File: config.mk
export PLATFORM = sky130hd
export DESIGN_NAME = envelope_shaper
export DESIGN_NICKNAME = d
export VERILOG_FILES = /design/src/rtl/synth_pkg.sv /design/src/rtl/sample_tick_gen.sv /design/src/rtl/envelope_shaper.sv
export SDC_FILE = /design/constraint.sdc
export NUM_CORES = 1
export LEC_CHECK = 0
export CORE_ASPECT_RATIO = 0.7
export CORE_MARGIN = 4
export CORE_UTILIZATION = 45
export DETAILED_ROUTE_END_ITERATION = 8
export HOLD_SLACK_MARGIN = 0.1
export PLACE_DENSITY_LB_ADDON = 0.12
export SYNTH_ARGS = -nofsm -noshare
export SYNTH_HDL_FRONTEND = slang
export SYNTH_SLANG_ARGS = --single-unit
File: constraint.sdc
create_clock -name mclk -period 5.35 [get_ports mclk]
set_input_delay 0.535 -clock mclk [delete_from_list [all_inputs] [get_ports mclk]]
set_output_delay 0.535 -clock mclk [all_outputs]
set_load 0.01 [all_outputs]
File: src/rtl/synth_pkg.sv
// Shared types and constants for the per-voice synth datapath:
// envelope state encoding, level full-scale value and the signed sample type.
package synth_pkg;

   localparam int unsigned LEVEL_W = 16;
   localparam logic [LEVEL_W-1:0] LEVEL_MAX = '1;

   typedef logic signed [15:0] sample_t;

   typedef enum logic [2:0] {
      ST_IDLE,
      ST_ATTACK,
      ST_DECAY,
      ST_SUSTAIN,
      ST_RELEASE
   } env_state_t;

endpackage

File: src/rtl/sample_tick_gen.sv
// Free-running divider: emits a one-cycle tick on the last mclk of every
// DIV-cycle sample period. The first tick arrives DIV cycles after reset.
module sample_tick_gen #(
   parameter int DIV = 256
) (
   input  logic mclk,
   input  logic rst_n,
   output logic tick
);

   localparam int CW = $clog2(DIV);

   logic [CW-1:0] count_q;

   assign tick = (count_q == CW'(DIV - 1));

   // NOTE: sequential state uses non-blocking assignments so every register
   // samples pre-edge values, independent of process ordering.
   always_ff @(posedge mclk or negedge rst_n) begin
      if (!rst_n)    count_q <= '0;
      else if (tick) count_q <= '0;
      else           count_q <= count_q + CW'(1);
   end

endmodule

File: src/rtl/envelope_shaper.sv
// Per-voice ADSR amplitude envelope: gate-driven state machine updated once per
// sample tick, sample x level multiply, two-stage output pipeline.
// Optional exponential release: define ENVELOPE_EXP_RELEASE_EN.
module envelope_shaper
   import synth_pkg::*;
#(
   parameter int MCLK_PER_SAMPLE = 256,
   parameter int LEVEL_BITS      = LEVEL_W
) (
   input  logic                  mclk,
   input  logic                  rst_n,
   input  logic                  gate,
   input  logic [LEVEL_BITS-1:0] attack_rate,
   input  logic [LEVEL_BITS-1:0] decay_rate,
   input  logic [LEVEL_BITS-1:0] sustain_level,
   input  logic [LEVEL_BITS-1:0] release_rate,
   input  sample_t               in_sample,
   input  logic                  in_valid,
   output sample_t               out_sample,
   output logic                  out_valid,
   output logic                  env_active
);

   typedef logic [LEVEL_BITS:0]                 wide_t;
   typedef logic signed [LEVEL_BITS+16:0]       product_t;

   localparam wide_t LMAX_W = {1'b0, {LEVEL_BITS{1'b1}}};

   logic                  tick;
   env_state_t            state_q, state_d;
   logic [LEVEL_BITS-1:0] level_q, level_d;
   sample_t               sample_q;
   product_t              product_q;
   logic                  p1_q, p2_q;

   wide_t level_w, attack_sum, decay_floor, rel_step;

   sample_tick_gen #(.DIV(MCLK_PER_SAMPLE)) u_tick (
      .mclk  (mclk),
      .rst_n (rst_n),
      .tick  (tick)
   );

   assign level_w     = {1'b0, level_q};
   assign attack_sum  = level_w + {1'b0, attack_rate};
   assign decay_floor = {1'b0, sustain_level} + {1'b0, decay_rate};

`ifdef ENVELOPE_EXP_RELEASE_EN
   logic [3:0] rel_shift;
   assign rel_shift = (release_rate[3:0] == 4'd0) ? 4'd1 : release_rate[3:0];
   assign rel_step  = (level_w >> rel_shift) + wide_t'(1);
`else
   assign rel_step  = {1'b0, release_rate};
`endif

   // NOTE: defaults first so every path assigns state_d/level_d -- no latches.
   always_comb begin
      state_d = state_q;
      level_d = level_q;
      unique case (state_q)
         ST_IDLE: begin
            level_d = '0;
            if (gate) state_d = ST_ATTACK;
         end
         ST_ATTACK: begin
            if (!gate) state_d = ST_RELEASE;
            else if (attack_rate != '0) begin
               if (attack_sum >= LMAX_W) begin
                  level_d = LMAX_W[LEVEL_BITS-1:0];
                  state_d = ST_DECAY;
               end else begin
                  level_d = attack_sum[LEVEL_BITS-1:0];
               end
            end
         end
         ST_DECAY: begin
            if (!gate) state_d = ST_RELEASE;
            else if (decay_rate != '0) begin
               // Also covers a sustain target above the level on entry.
               if (level_w <= decay_floor) begin
                  level_d = sustain_level;
                  state_d = ST_SUSTAIN;
               end else begin
                  level_d = level_q - decay_rate;
               end
            end
         end
         ST_SUSTAIN: begin
            if (!gate) state_d = ST_RELEASE;
            else       level_d = sustain_level;
         end
         ST_RELEASE: begin
            if (gate) state_d = ST_ATTACK;
            else if (rel_step != '0) begin
               if (level_w <= rel_step) begin
                  level_d = '0;
                  state_d = ST_IDLE;
               end else begin
                  level_d = level_q - rel_step[LEVEL_BITS-1:0];
               end
            end
         end
         default: state_d = ST_IDLE;
      endcase
   end

   always_ff @(posedge mclk or negedge rst_n) begin
      if (!rst_n) begin
         state_q  <= ST_IDLE;
         level_q  <= '0;
         sample_q <= '0;
      end else if (tick) begin
         state_q <= state_d;
         level_q <= level_d;
         if (in_valid) sample_q <= in_sample;
      end
   end

   // Tick -> product (T+1) -> output (T+2).
   always_ff @(posedge mclk or negedge rst_n) begin
      if (!rst_n) begin
         p1_q       <= 1'b0;
         p2_q       <= 1'b0;
         product_q  <= '0;
         out_sample <= '0;
         out_valid  <= 1'b0;
      end else begin
         p1_q      <= tick;
         p2_q      <= p1_q;
         out_valid <= p2_q;
         if (p1_q) product_q  <= product_t'(sample_q) * product_t'($signed({1'b0, level_q}));
         if (p2_q) out_sample <= sample_t'(product_q >>> LEVEL_BITS);
      end
   end

   assign env_active = (state_q != ST_IDLE);

endmodule

==> metrics.cfg <==
[run_status]
status = finished with violations
violations = setup timing

[hold_path]
hold_class = in -> async

[synth]
synthMuxAreaShare_pct = 3.24
synth_area_leader_cell = fa_1
synth_fa_ha_area_share_pct = 41.0
ys_warn_count = 0
netlist_area_um2 = 15600
synth_top_family_by_area = adder cells
async_flop_share_pct = 100
syn_nets = 2255
netlist_instances = 1780
yosys.area_share.xor_xnor_pct = 3.43
ys_seq_area_share_pct = 12.5
synthFlopType = dfrtp_1
ys_types = 84
synth-compound-area-share_pct = 13.2
synth_edf_count = 0
synth-simple-area-share_pct = 17.4
syn_area_per_cell_um2 = 8.74
yosys.area.top_type_share_pct = 25.4
ys_seq_elements = 78
synthTopCellsByArea = fa_1, ha_1, dfrtp_1

[sta]
setup_viol = 16
report.final.slew_viol_count = 0
slew_headroom_pct = 24.8
skew_ps = 10.5
rsz0062_at_grt = yes
final_hold_viol_count = 0
fmaxAchievable_ghz = 0.173
fin_crit_sh_pct = 108
post-route-min-period_ps = 5790
fin_ws_ps = -436
worst_pin_slew_ps = 1130

[worst_setup_path]
worstPathRequired_ps = 5550
crit_type = reg -> reg
arrival_ps = 5980
reg2regPathDepth = 22
end_kind = flop
critical_path_peak_fanout = 5
start_kind = flop

[cts]
cts_hold_buf = 0
tritoncts = done
clk_path_buf_depth = 2
cts_max_level = 3
insertion_delay_ps = 360
numCtsBuffers = 9
clkSinkCount = 78
clk_pin_slew_ps = 70
root_buffer = clkbuf_16

[die]
initial_core_util_pct = 46.1
die_y_um = 164
die_area_um2 = 37600
ios = 102
num_rows = 56
fp.coreArea_um2 = 33800
die_width_um = 230

[global_routing]
grt_pass1_wl_um = 77700
grt_start_max_net_pins = 79
antenna_found_initial = 2
grt_usage_pct = 26.6
overflow = 0
first_global_vias = 13700

[routing]
dr.pass1.iters = 5
drtAntennaViolNets = 0
drc = 0
dr_total_vias = 13500
first_iter_violations = 1053
routed_wl_um = 48600
viasPerCell = 5.45
routedWlPerCell_um = 19.6

[place]
place_ws_ps = -601
place_congestion = 0.947
portBuffers = 101
dp.final_hpwl_um = 40400
dp_cells = 2432

[pwr]
power_density_nw_per_um2 = 87.5
p_leak_uw = 0.00929
ir_drop_v = 0.000135

[cells_and_area]
n_fill_cell = 3214
layout_common_cells = inv_1, nand2_1, fa_1, ha_1, buf_4
num_antenna_cells = 0
fin_util_pct = 56.1
area_growth_pct = 21.9
fin_cells = 2479
nNetsFinal = 2485
drive_above_1_share_pct = 16.8
multi_input_area_um2 = 12500
regArea_um2 = 1980
mostFrequentLayoutCell = inv_1

[run]
drv_cap = 0

## state kept, by name (all words and copies together), names as in the netlist
name	cells
level_q	16
out_sample	16
product_q	16
sample_q	16
u_tick.count_q	8
state_q	3
out_valid	1
p1_q	1
p2_q	1
## cell families after synthesis
family / count (synthesis)
AO/OA/AOI/OAI: 296
XOR/XNOR: 61
adder cells (fa/ha/maj): 391
flip-flops: 78
buffers and inverters: 370
multiplexers: 45
AND/OR/NAND/NOR: 539
## Yosys cell counts (4+ instances only)
library cell and count:
a211oi_1 18, a21o_1 26, a21oi_1 60, a22oi_1 6, a31oi_1 13, and2_1 119
and3_1 8, clkbuf_1 55, dfrtp_1 78, fa_1 197, ha_1 194, inv_1 306
mux2_2 39, mux2i_1 5, nand2_1 191, nand2b_1 14, nand3_1 38, nand4_1 13
nor2_1 66, nor2b_1 10, nor3_1 21, nor3b_1 4, nor4_1 21, o2111a_1 4
o2111ai_1 5, o211ai_1 12, o21a_1 14, o21ai_0 52, o21bai_1 8, o22ai_1 4
o31a_1 4, o31ai_1 20, o41ai_1 4, or2_2 7, or3_1 7, xnor2_1 36
xor2_1 25
## report_power, final
part,leakage (uW),internal [uW],switching (uW)
registers,0.00103,590,1.54
logic,0.00810,158,187
clock network,0.000164,458,263
## worst max-delay path, cell delays in order, from the launching register on
cell       delay, ps
dfrtp_2          460
buf_6            130
and2_4           130
fa_1             540
inv_2             40
fa_1             480
fa_2             540
inv_2             40
fa_2             460
fa_1             480
inv_1             50
fa_1             490
inv_2             40
ha_4             260
nand4_1          150
a211oi_2         210
a2bb2oi_2        140
a21oi_4          310
o2111ai_4        190
buf_6            160
nand4_1          100
a21o_1           130
o221ai_1         100
## final timing paths
kind | startpoint | to | slack [ps]
worst max-delay path | sample_q[4]$_DFFE_PN0P_ | product_q[31]$_DFFE_PN0P_ | -440
worst min-delay path | rst_n | out_sample[0]$_DFFE_PN0P_ | 380
worst max register to register | sample_q[4]$_DFFE_PN0P_ | product_q[31]$_DFFE_PN0P_ | -440
worst min register to register | u_tick.count_q[4]$_DFF_PN0_ | u_tick.count_q[4]$_DFF_PN0_ | 480
max in group asynchronous | rst_n | level_q[11]$_DFFE_PN0P_ | 4180
min in group mclk | u_tick.count_q[4]$_DFF_PN0_ | u_tick.count_q[4]$_DFF_PN0_ | 480
## what timing repair did
| item | 4_1_cts | 5_1_grt |
|---|---|---|
| pin swaps | 15 | 32 |
| gates resized for setup | 48 | 34 |
| cloned | 0 | 0 |
| setup buffers | 20 | 12 |
| setup endpoints to repair | 16 | 16 |
## final cells by class
class | count | share of cell area, %
Sequential cell | 78 | 10.4
Clock buffer | 11 | 1.23
Inverter | 306 | 6.06
Clock inverter | 5 | 0.568
Multi-Input combinational cell | 1332 | 65.8
Timing Repair Buffer | 283 | 12.9
Tap cell | 464 | 3.06
## metal layers
metal | vias to the layer above | global-route usage (%) | wire, um
met3 | 44 | 5.18 | 3450
met1 | 6714 | 41.2 | 24400
met5 | - | 0 | 31
met4 | 4 | 5.16 | 817
li1 | 6377 | - | -
met2 | 383 | 38.6 | 19900
## per-stage QoR
| stage | hold slack [ps] | total power [uW] | cell area (um2) | TNS, ps |
|---|---|---|---|---|
| 4_1_cts | 410 | 1670 | 18800 | -4760 |
| 3_3_place_gp | 465 | 937 | 18100 | -6430 |
| 3_5_place_dp | 471 | 940 | 18100 | -7520 |
| 2_1_floorplan | 239 | 776 | 15700 | -1330 |
| 6_report | 375 | 1660 | 19000 | -5470 |
| 5_1_grt | 468 | 1730 | 19000 | -8620 |
Power figures use the tool's default switching activity.
